File: src/rtl/instr_stream_loader_pkg.sv
// Shared constants for the instruction stream loader: FSM encodings, terminator word, byte lanes.
package instr_stream_loader_pkg;

  typedef logic [2:0] state_t;

  localparam state_t S_IDLE     = 3'd0;
  localparam state_t S_ASSEMBLE = 3'd1;
  localparam state_t S_CHECK    = 3'd2;
  localparam state_t S_WRITE    = 3'd3;
  localparam state_t S_DONE     = 3'd4;

  localparam logic [31:0] END_MARKER_DEF = 32'hFFFF_FFFF;

  localparam int NUM_LANES  = 4;
  localparam int LANE_W     = 8;
  localparam int LANE_IDX_W = 2;
  localparam logic [LANE_IDX_W-1:0] LANE_LAST = 2'd3;

endpackage

File: src/rtl/instr_stream_loader_byte_packer.sv
// Little-endian 4-byte packer: each accepted byte lands in the lane selected by a wrapping index.
module instr_stream_loader_byte_packer
  import instr_stream_loader_pkg::*;
(
  input  logic                              clk,
  input  logic                              rst,
  input  logic                              clr,
  input  logic                              accept,
  input  logic [LANE_W-1:0]                 byte_data,
  output logic [NUM_LANES-1:0][LANE_W-1:0]  word,
  output logic                              word_valid
);

  logic [LANE_IDX_W-1:0] idx;

  // word_valid marks the edge that stores the last byte; word is complete the cycle after
  assign word_valid = accept && (idx == LANE_LAST);

  always_ff @(posedge clk or posedge rst) begin
    if (rst) begin
      idx  <= '0;
      word <= '0;
    end else if (clr) begin
      idx <= '0;
    end else if (accept) begin
      word[idx] <= byte_data;
      idx       <= idx + 1'b1;
    end
  end

endmodule

File: src/rtl/instr_stream_loader.sv
// Byte-stream to instruction-memory loader; optional checksum word via LOADER_CHECKSUM_EN.
module instr_stream_loader
  import instr_stream_loader_pkg::*;
#(
  parameter int          MAX_WORDS  = 1024,
  parameter logic [31:0] END_MARKER = END_MARKER_DEF,
  parameter int          ADDR_W     = 10
)(
  input  logic        clk,
  input  logic        rst,
  input  logic        go,
  input  logic [7:0]  byte_data,
  input  logic        byte_valid,
  output logic        byte_ready,
  output logic        start,
  output logic        instr_we,
  output logic [31:0] address,
  output logic [31:0] instruction,
  output logic        load_done,
`ifdef LOADER_CHECKSUM_EN
  output logic        checksum_err,
`endif
  output logic [31:0] word_count
);

  localparam logic [ADDR_W:0] CNT_MAX = (ADDR_W+1)'(MAX_WORDS);

  state_t          state;
  logic [ADDR_W:0] cnt;
  logic [ADDR_W:0] cnt_nxt;
  logic [31:0]     pword;
  logic            word_valid;
  logic            accept;
  logic            load_go;
  logic            is_end;

  assign byte_ready = (state == S_ASSEMBLE);
  assign accept     = byte_valid && byte_ready;
  assign load_go    = go && (state == S_IDLE || state == S_DONE);
  assign cnt_nxt    = cnt + 1'b1;
  assign word_count = 32'(cnt);

`ifdef LOADER_CHECKSUM_EN
  logic        sum_phase;
  logic [31:0] csum;
  // once the marker is seen, the next word is the checksum, not another terminator
  assign is_end = (pword == END_MARKER) && !sum_phase;
`else
  assign is_end = (pword == END_MARKER);
`endif

  instr_stream_loader_byte_packer u_packer (
    .clk        (clk),
    .rst        (rst),
    .clr        (load_go),
    .accept     (accept),
    .byte_data  (byte_data),
    .word       (pword),
    .word_valid (word_valid)
  );

  always_ff @(posedge clk or posedge rst) begin
    if (rst) begin
      state       <= S_IDLE;
      start       <= 1'b0;
      instr_we    <= 1'b0;
      address     <= '0;
      instruction <= '0;
      load_done   <= 1'b0;
      cnt         <= '0;
`ifdef LOADER_CHECKSUM_EN
      sum_phase    <= 1'b0;
      csum         <= '0;
      checksum_err <= 1'b0;
`endif
    end else begin
      instr_we <= 1'b0;
      case (state)
        S_IDLE, S_DONE: begin
          if (go) begin
            state     <= S_ASSEMBLE;
            start     <= 1'b1;
            cnt       <= '0;
            address   <= '0;
            load_done <= 1'b0;
`ifdef LOADER_CHECKSUM_EN
            sum_phase    <= 1'b0;
            csum         <= '0;
            checksum_err <= 1'b0;
`endif
          end
        end
        S_ASSEMBLE: begin
          if (word_valid) state <= S_CHECK;
        end
        S_CHECK: begin
          if (is_end) begin
`ifdef LOADER_CHECKSUM_EN
            sum_phase <= 1'b1;
            state     <= S_ASSEMBLE;
`else
            state     <= S_DONE;
            start     <= 1'b0;
            load_done <= 1'b1;
`endif
          end
`ifdef LOADER_CHECKSUM_EN
          else if (sum_phase) begin
            checksum_err <= (pword != csum);
            state        <= S_DONE;
            start        <= 1'b0;
            load_done    <= 1'b1;
          end
`endif
          else begin
            state       <= S_WRITE;
            instr_we    <= 1'b1;
            address     <= 32'(cnt[ADDR_W-1:0]);
            instruction <= pword;
`ifdef LOADER_CHECKSUM_EN
            csum <= csum ^ pword;
`endif
          end
        end
        S_WRITE: begin
          cnt <= cnt_nxt;
          if (cnt_nxt == CNT_MAX) begin
            state     <= S_DONE;
            start     <= 1'b0;
            load_done <= 1'b1;
          end else begin
            state <= S_ASSEMBLE;
          end
        end
        default: state <= S_IDLE;
      endcase
    end
  end

endmodule

File: config.mk
export PLATFORM = sky130hd
export DESIGN_NAME = instr_stream_loader
export DESIGN_NICKNAME = d
export VERILOG_FILES = /design/src/rtl/instr_stream_loader_pkg.sv /design/src/rtl/instr_stream_loader_byte_packer.sv /design/src/rtl/instr_stream_loader.sv
export SDC_FILE = /design/constraint.sdc
export NUM_CORES = 1
export LEC_CHECK = 0
export ABC_AREA = 1
export CAP_MARGIN = 10
export CORE_MARGIN = 4
export CORE_UTILIZATION = 33
export DETAILED_ROUTE_END_ITERATION = 10
export GPL_TIMING_DRIVEN = 0
export PLACE_DENSITY_LB_ADDON = 0.05
export SLEW_MARGIN = 20
export SYNTH_ARGS = -nofsm -noshare
export SYNTH_HDL_FRONTEND = slang
export SYNTH_SLANG_ARGS = --single-unit
File: constraint.sdc
create_clock -name clk -period 4.1 [get_ports clk]
set_input_delay 0.41 -clock clk [delete_from_list [all_inputs] [get_ports clk]]
set_output_delay 0.41 -clock clk [all_outputs]
set_load 0.005 [all_outputs]
==> out/results.ini, run 1 <==
[synthesis]
synth_area_per_cell_um2 = 8.66
synthTopCellsByArea = dfrtp_1, nand2_1, buf_4, o21ai_0, inv_1
syn_area_mm2 = 0.00430
synth.largest_area_cell = dfrtp_1
netlist_instances = 497
yosysUniqueCellTypes = 29
yosysWarnings = 0
synth_top_area_share_pct = 54.1
synth_seq_cells = 93
seq_area_frac_synth_pct = 54.1

[job]
drv_cap = 0

[worst_setup_path]
critical_path.max_fanout = 4
reg2reg_depth = 12
critPathKind = reg2out
cp-end-kind = output pin
crit_path_end = byte_ready
critPathArrivalTime_ns = 1.59
reg2reg_from = cnt[0]$_DFFE_PP0P_
r2r_slack_ns = 2.23
start_kind = register
r2r-end = start$_DFFE_PP0P_
critPathRequiredTime_ns = 3.69
startpoint = state[2]$_DFFE_PP0P_

[layout]
syn_to_final_growth_pct = 33.2
fin_nets = 636
stdcell_count = 796
antenna_cells = 0
drive_gt1_share_pct = 15.2

[place]
placed_cells = 780
hpwl_um = 7590
gp_congestion = 0.774
portBuffers = 68

[clocking]
cts_setup_buffers = 0
clk_latency_ns = 0.34
cts_resized = 0
clockBufferDepth = 2
cts-root-buf = clkbuf_16
cts_tree = built
numClockSinks = 93
clk_pin_slew_worst_paths_ns = 0.06
ctsHoldBuffers = 0
numCtsBuffers = 9
h-tree-depth = 3

[routing]
wl_um = 10300
postRouteAntennaNets = 0
vias_per_cell = 4.24
drc = 0
routedWlPerCell_um = 12.9
wl_met3_um = 531
first_pass_iters = 4
dr_wl_met2_um = 4740
vias = 3379
drt-initial-drc-count = 139
route.layer.met1.wl_um = 4860
top_layer = met4

[global_routing]
antenna_found_initial = 0
grt_first_pass_wirelength_um = 16700
overflow = 0
grt_max_degree = 77
grt_pass1_vias = 3302
grt.total_usage_pct = 14.4

[timing]
layout_min_cycle_time_ns = 2.00
period_share_pct = 48.8
finalHoldViolations = 0
rsz0062_at_grt = false
holdWs_ns = 0.376
fmax_mhz = 500
clock_skew_ns = 0.00787
setup_viol = 0
slew_viol_final = 0

[power_and_ir_drop]
p_leak_nw = 2.83
pwr_density_cell_mw_per_mm2 = 674
switching_share_pct = 33.9
p_switching_w = 0.00131
seqPwrFrac_pct = 41.1
power.share.clock_pct = 24.4
irDropWorstVdd_mv = 0.247
comb_power_share_pct = 34.5
p_int_w = 0.00255

[floorplanning]
die-area_mm2 = 0.0149
die_h_um = 122
die_x_um = 122
ios = 112
core_area_mm2 = 0.0127
start_util_pct = 33.9
rows = 41

[outcome]
status = finished clean

[hold_path]
min_path_type = in2async

-- cell usage after synthesis (all sizes together) --
cell type	n
nand2	190
nor2	18
o211ai	2
a32o	1
buf	57
nand3	10
nand4	7
inv	38
nand3b	1
o21ai	56
conb	1
xor2	2
a21oi	1
o22ai	6
ha	5
clkinv	2
nor3	7
dfrtp	93
-- worst max-delay path: stages, from the launching register on --
cell and delay [ns]:
dfrtp_1 0.42, nor3_4 0.28, clkdlybuf4s50_1 0.55
-- cell families after synthesis --
logic type      after synthesis  synth area share, %
buf+inv                      97                 12.8
flops                        93                 54.1
compound gates               66                 8.09
simple gates                233                 23.1
fa+ha+maj                     5                 1.45
other cells                   1               0.0872
xor+xnor                      2                0.407
-- area by class of cell --
class | count | area, µm²
Sequential cell | 93 | 2330
Tap cell | 172 | 215
Multi-Input combinational cell | 349 | 1580
Inverter | 40 | 156
Timing Repair Buffer | 69 | 708
Clock inverter | 6 | 111
Buffer | 57 | 398
Fill cell | 1308 | 6940
Clock buffer | 10 | 229
-- placed cells by master (no fill, tap or decap), types with 7 or more instances in the layout --
cell             Yosys  layout
nand3_1              8       8
buf_2               12      12
nand4_1              7       7
buf_4               45      45
dfrtp_1             93      93
conb_1               1      43
o21ai_0             41      41
o21ai_1             15      15
inv_1               35      34
nand2_1            183     183
clkbuf_16            0       9
clkdlybuf4s50_1      0      68
nor2_1              13      13
-- registers in the layout, indices dropped and copies added (netlist names) --
name and flops:
instr_we 1, state 3, address 10, instruction 32, u_packer.word 32, load_done 1, u_packer.idx 2, cnt 11
start 1
-- per-stage QoR --
step / setup TNS, ns / utilization (%) / total power (W) / worst slack (ns) / area, µm²
6_report: 0 / 45.2 / 0.00386 / 2.10 / 5730
3_3_place_gp: -27.87 / 42.3 / 0.00293 / -0.304 / 5360
2_1_floorplan: 0 / - / 0.00226 / 1.27 / 4460
3_5_place_dp: 0 / 42.5 / 0.00296 / 2.26 / 5390
5_1_grt: 0 / 45.2 / 0.00417 / 2.04 / 5730
4_1_cts: 0 / 45.2 / 0.00392 / 2.08 / 5730
-- worst min path at each step --
stage / from / slack (ns) / endpoint / cells after the start
after floorplan: u_packer.word[18]$_DFFE_PP0P_ / 0.45 / u_packer.word[18]$_DFFE_PP0P_ / 2
after global placement: instruction[9]$_DFFE_PP0P_ / 0.47 / instruction[9]$_DFFE_PP0P_ / 2
after detailed placement: instruction[10]$_DFFE_PP0P_ / 0.46 / instruction[10]$_DFFE_PP0P_ / 2
after CTS: rst / 0.38 / cnt[10]$_DFFE_PP0P_ / 2
after global routing: rst / 0.40 / cnt[10]$_DFFE_PP0P_ / 2
final: rst / 0.38 / cnt[10]$_DFFE_PP0P_ / 2
-- routing by layer --
| metal | track usage (%) | vias up |
|---|---|---|
| li1 | - | 1730 |
| met1 | 20.1 | 1566 |
| met2 | 22.3 | 75 |
| met3 | 2.55 | 8 |
| met4 | 5.39 | 0 |
| met5 | 0 | - |
-- power groups by stage --
stage | clock network, W | logic, W | registers (W)
after floorplan | 0 | 0.000718 | 0.00155
after global placement | 0 | 0.00133 | 0.00160
after detailed placement | 0 | 0.00135 | 0.00160
after CTS | 0.000968 | 0.00136 | 0.00159
after global routing | 0.00101 | 0.00151 | 0.00165
final | 0.000942 | 0.00133 | 0.00159
Power figures use the tool's default switching activity.
==> inputs of run 2 (changes only) <==
==> constraint.sdc (replaced) <==
create_clock -name clk -period 2.1 [get_ports clk]
set_input_delay 0.21 -clock clk [delete_from_list [all_inputs] [get_ports clk]]
set_output_delay 0.21 -clock clk [all_outputs]
set_load 0.005 [all_outputs]
==> run 2 against run 1 <==
Compared with the run above:
- core utilization is 0.32 points higher
- total power grew 97%
- count of clock-buffer cells in the layout fell by 1
- first-iteration DRC count fell by 5.0%
- sequential power up 95%
- non-clock buffer count up 2
- sequential share of layout area down 0.26 points
- critical path depth rose by 10
- global-route usage grew 0.35 points
==> out/results.ini, run 2 (synthesized netlist as in run 1, its figures left out) <==
[outcome]
status = finished clean

[global_routing]
overflow = 0  ; unchanged
grt.total_usage_pct = 14.7  ; +0.35 points
grt_max_degree = 28  ; -64%
grt_pass1_vias = 3205  ; -2.9%
antenna_found_initial = 0  ; unchanged
grt_first_pass_wirelength_um = 16800  ; +0.46%

[routing]
postRouteAntennaNets = 0  ; unchanged
routedWlPerCell_um = 13.1  ; +1.9%
drt-initial-drc-count = 132  ; -5.0%
wl_um = 10500  ; +2.2%
vias = 3404  ; +0.74%
first_pass_iters = 4  ; unchanged
vias_per_cell = 4.27  ; +0.49%
drc = 0  ; unchanged

[timing]
rsz0062_at_grt = false
clock_skew_ns = 0.00891  ; +0.00104 ns
setup_viol = 0  ; unchanged
fmax_mhz = 545
period_share_pct = 87.3
tns_ns = 0  ; unchanged
finalHoldViolations = 0  ; unchanged
slew_viol_final = 0  ; unchanged
layout_min_cycle_time_ns = 1.83

[floorplanning]
ios = 112  ; unchanged
die_h_um = 122  ; unchanged
die_x_um = 122  ; unchanged
rows = 41  ; unchanged
die-area_mm2 = 0.0149  ; unchanged
core_area_mm2 = 0.0127  ; unchanged
start_util_pct = 33.9  ; unchanged

[clocking]
cts_tree = built
clockBufferDepth = 2  ; unchanged
cts-root-buf = clkbuf_16
numCtsBuffers = 9  ; unchanged
cts_setup_buffers = 0  ; unchanged
clk_latency_ns = 0.35  ; about the same
h-tree-depth = 3  ; unchanged
ctsHoldBuffers = 0  ; unchanged
clk_pin_slew_worst_paths_ns = 0.07  ; about the same
numClockSinks = 93  ; unchanged

[worst_setup_path]
r2r-end = start$_DFFE_PP0P_
cp-end-kind = register
reg2reg_from = cnt[1]$_DFFE_PP0P_
critPathRequiredTime_ns = 2.32  ; -1.37 ns
critical_path.max_fanout = 6  ; +2
critPathArrivalTime_ns = 2.06  ; +0.47 ns
r2r_slack_ns = 0.27  ; -1.96 ns
reg2reg_depth = 12  ; unchanged
start_kind = register
critPathKind = reg2reg

[layout]
final_cell_mix = nand2_1, dfrtp_1, clkdlybuf4s50_1
antenna_cells = 0  ; unchanged
drive_gt1_share_pct = 15.8  ; +0.59 points
stdcell_count = 798  ; +0.25%
syn_to_final_growth_pct = 34.1
fin_nets = 638  ; +0.31%
final_common_cell = nand2_1
reg.largest.list = instruction: 32 flops, u_packer.word: 32 flops, cnt: 11 flops

[place]
hpwl_um = 7770  ; +2.4%
placed_cells = 782  ; +0.26%
portBuffers = 68  ; unchanged
gp_congestion = 0.794  ; +2.6%

[power_and_ir_drop]
p_leak_nw = 2.84  ; +0.34%
pwr_density_cell_mw_per_mm2 = 1320  ; +95%
irDropWorstVdd_mv = 0.545  ; +120%

[job]
drv_cap = 0  ; unchanged

[hold_path]
min_path_type = in2async

## run 2: changes by cell type in the layout (fill, tap and decap cells not counted), sizes merged
cell and delta:
buf +2, clkinvlp +2, clkbuf -1, clkinv -1
## run 2: critical path: stages, from the launching register on
cell and delay, ns:
dfrtp_1 0.47, ha_1 0.26, nand3_2 0.16, nor2_4 0.15
nand2_1 0.06, nand2_1 0.09, nand2_1 0.07, nor2_2 0.12
nand2_2 0.07, nand2_2 0.09, nand3_2 0.08, nand2_1 0.06
nand2_1 0.04
## run 2: final cells by class
| cell class | count | area, µm² |
|---|---|---|
| clock inverters | 7 | 123 |
| multi-input cells | 349 | 1580 |
| flip-flops and latches | 93 | 2330 |
| fillers | 1279 | 6900 |
| inverters | 40 | 155 |
| plain buffers | 57 | 398 |
| repair buffers | 71 | 741 |
| well taps | 172 | 215 |
| clock buffers | 9 | 225 |
## run 2: per-stage QoR
stage,total power (W),setup WS [ns],hold slack (ns),area [µm²],utilization [%]
6_report,0.00759,0.266,0.215,5770,45.5
3_3_place_gp,0.00572,-0.264,0.467,5360,42.3
4_1_cts,0.00770,0.209,0.220,5770,45.5
2_1_floorplan,0.00442,0.497,0.384,4460,-
5_1_grt,0.00819,0.0343,0.256,5770,45.5
3_5_place_dp,0.00577,0.222,0.464,5420,42.8
## run 2: per-layer routing
metal / routed length (µm) / global-route usage (%)
met5: 0 / 0
met4: 204 / 6.72
met3: 535 / 2.55
met2: 4690 / 22.0
met1: 5050 / 20.8
## run 2: timing repair
action,4_1_cts,5_1_grt
setup endpoints to repair,0,1
resized for setup,0,1
endpoints found under the hold margin,0,0
## run 2: worst max path at each step
stage / end / cells after the start / start / slack [ns]
3_3_place_gp: instr_we$_DFF_PP0_ / 2 / rst / -0.26
2_1_floorplan: start$_DFFE_PP0P_ / 12 / cnt[0]$_DFFE_PP0P_ / 0.50
4_1_cts: start$_DFFE_PP0P_ / 12 / cnt[0]$_DFFE_PP0P_ / 0.21
3_5_place_dp: start$_DFFE_PP0P_ / 12 / cnt[0]$_DFFE_PP0P_ / 0.22
5_1_grt: start$_DFFE_PP0P_ / 12 / cnt[1]$_DFFE_PP0P_ / 0.03
6_report: start$_DFFE_PP0P_ / 12 / cnt[1]$_DFFE_PP0P_ / 0.27
## run 2: where the power goes
group / leakage [nW] / internal (W) / total (W) / switching, W
sequential: 1.21 / 0.00251 / 0.00310 / 0.000590
combinational: 1.47 / 0.00132 / 0.00261 / 0.00129
clock: 0.162 / 0.00117 / 0.00188 / 0.000713
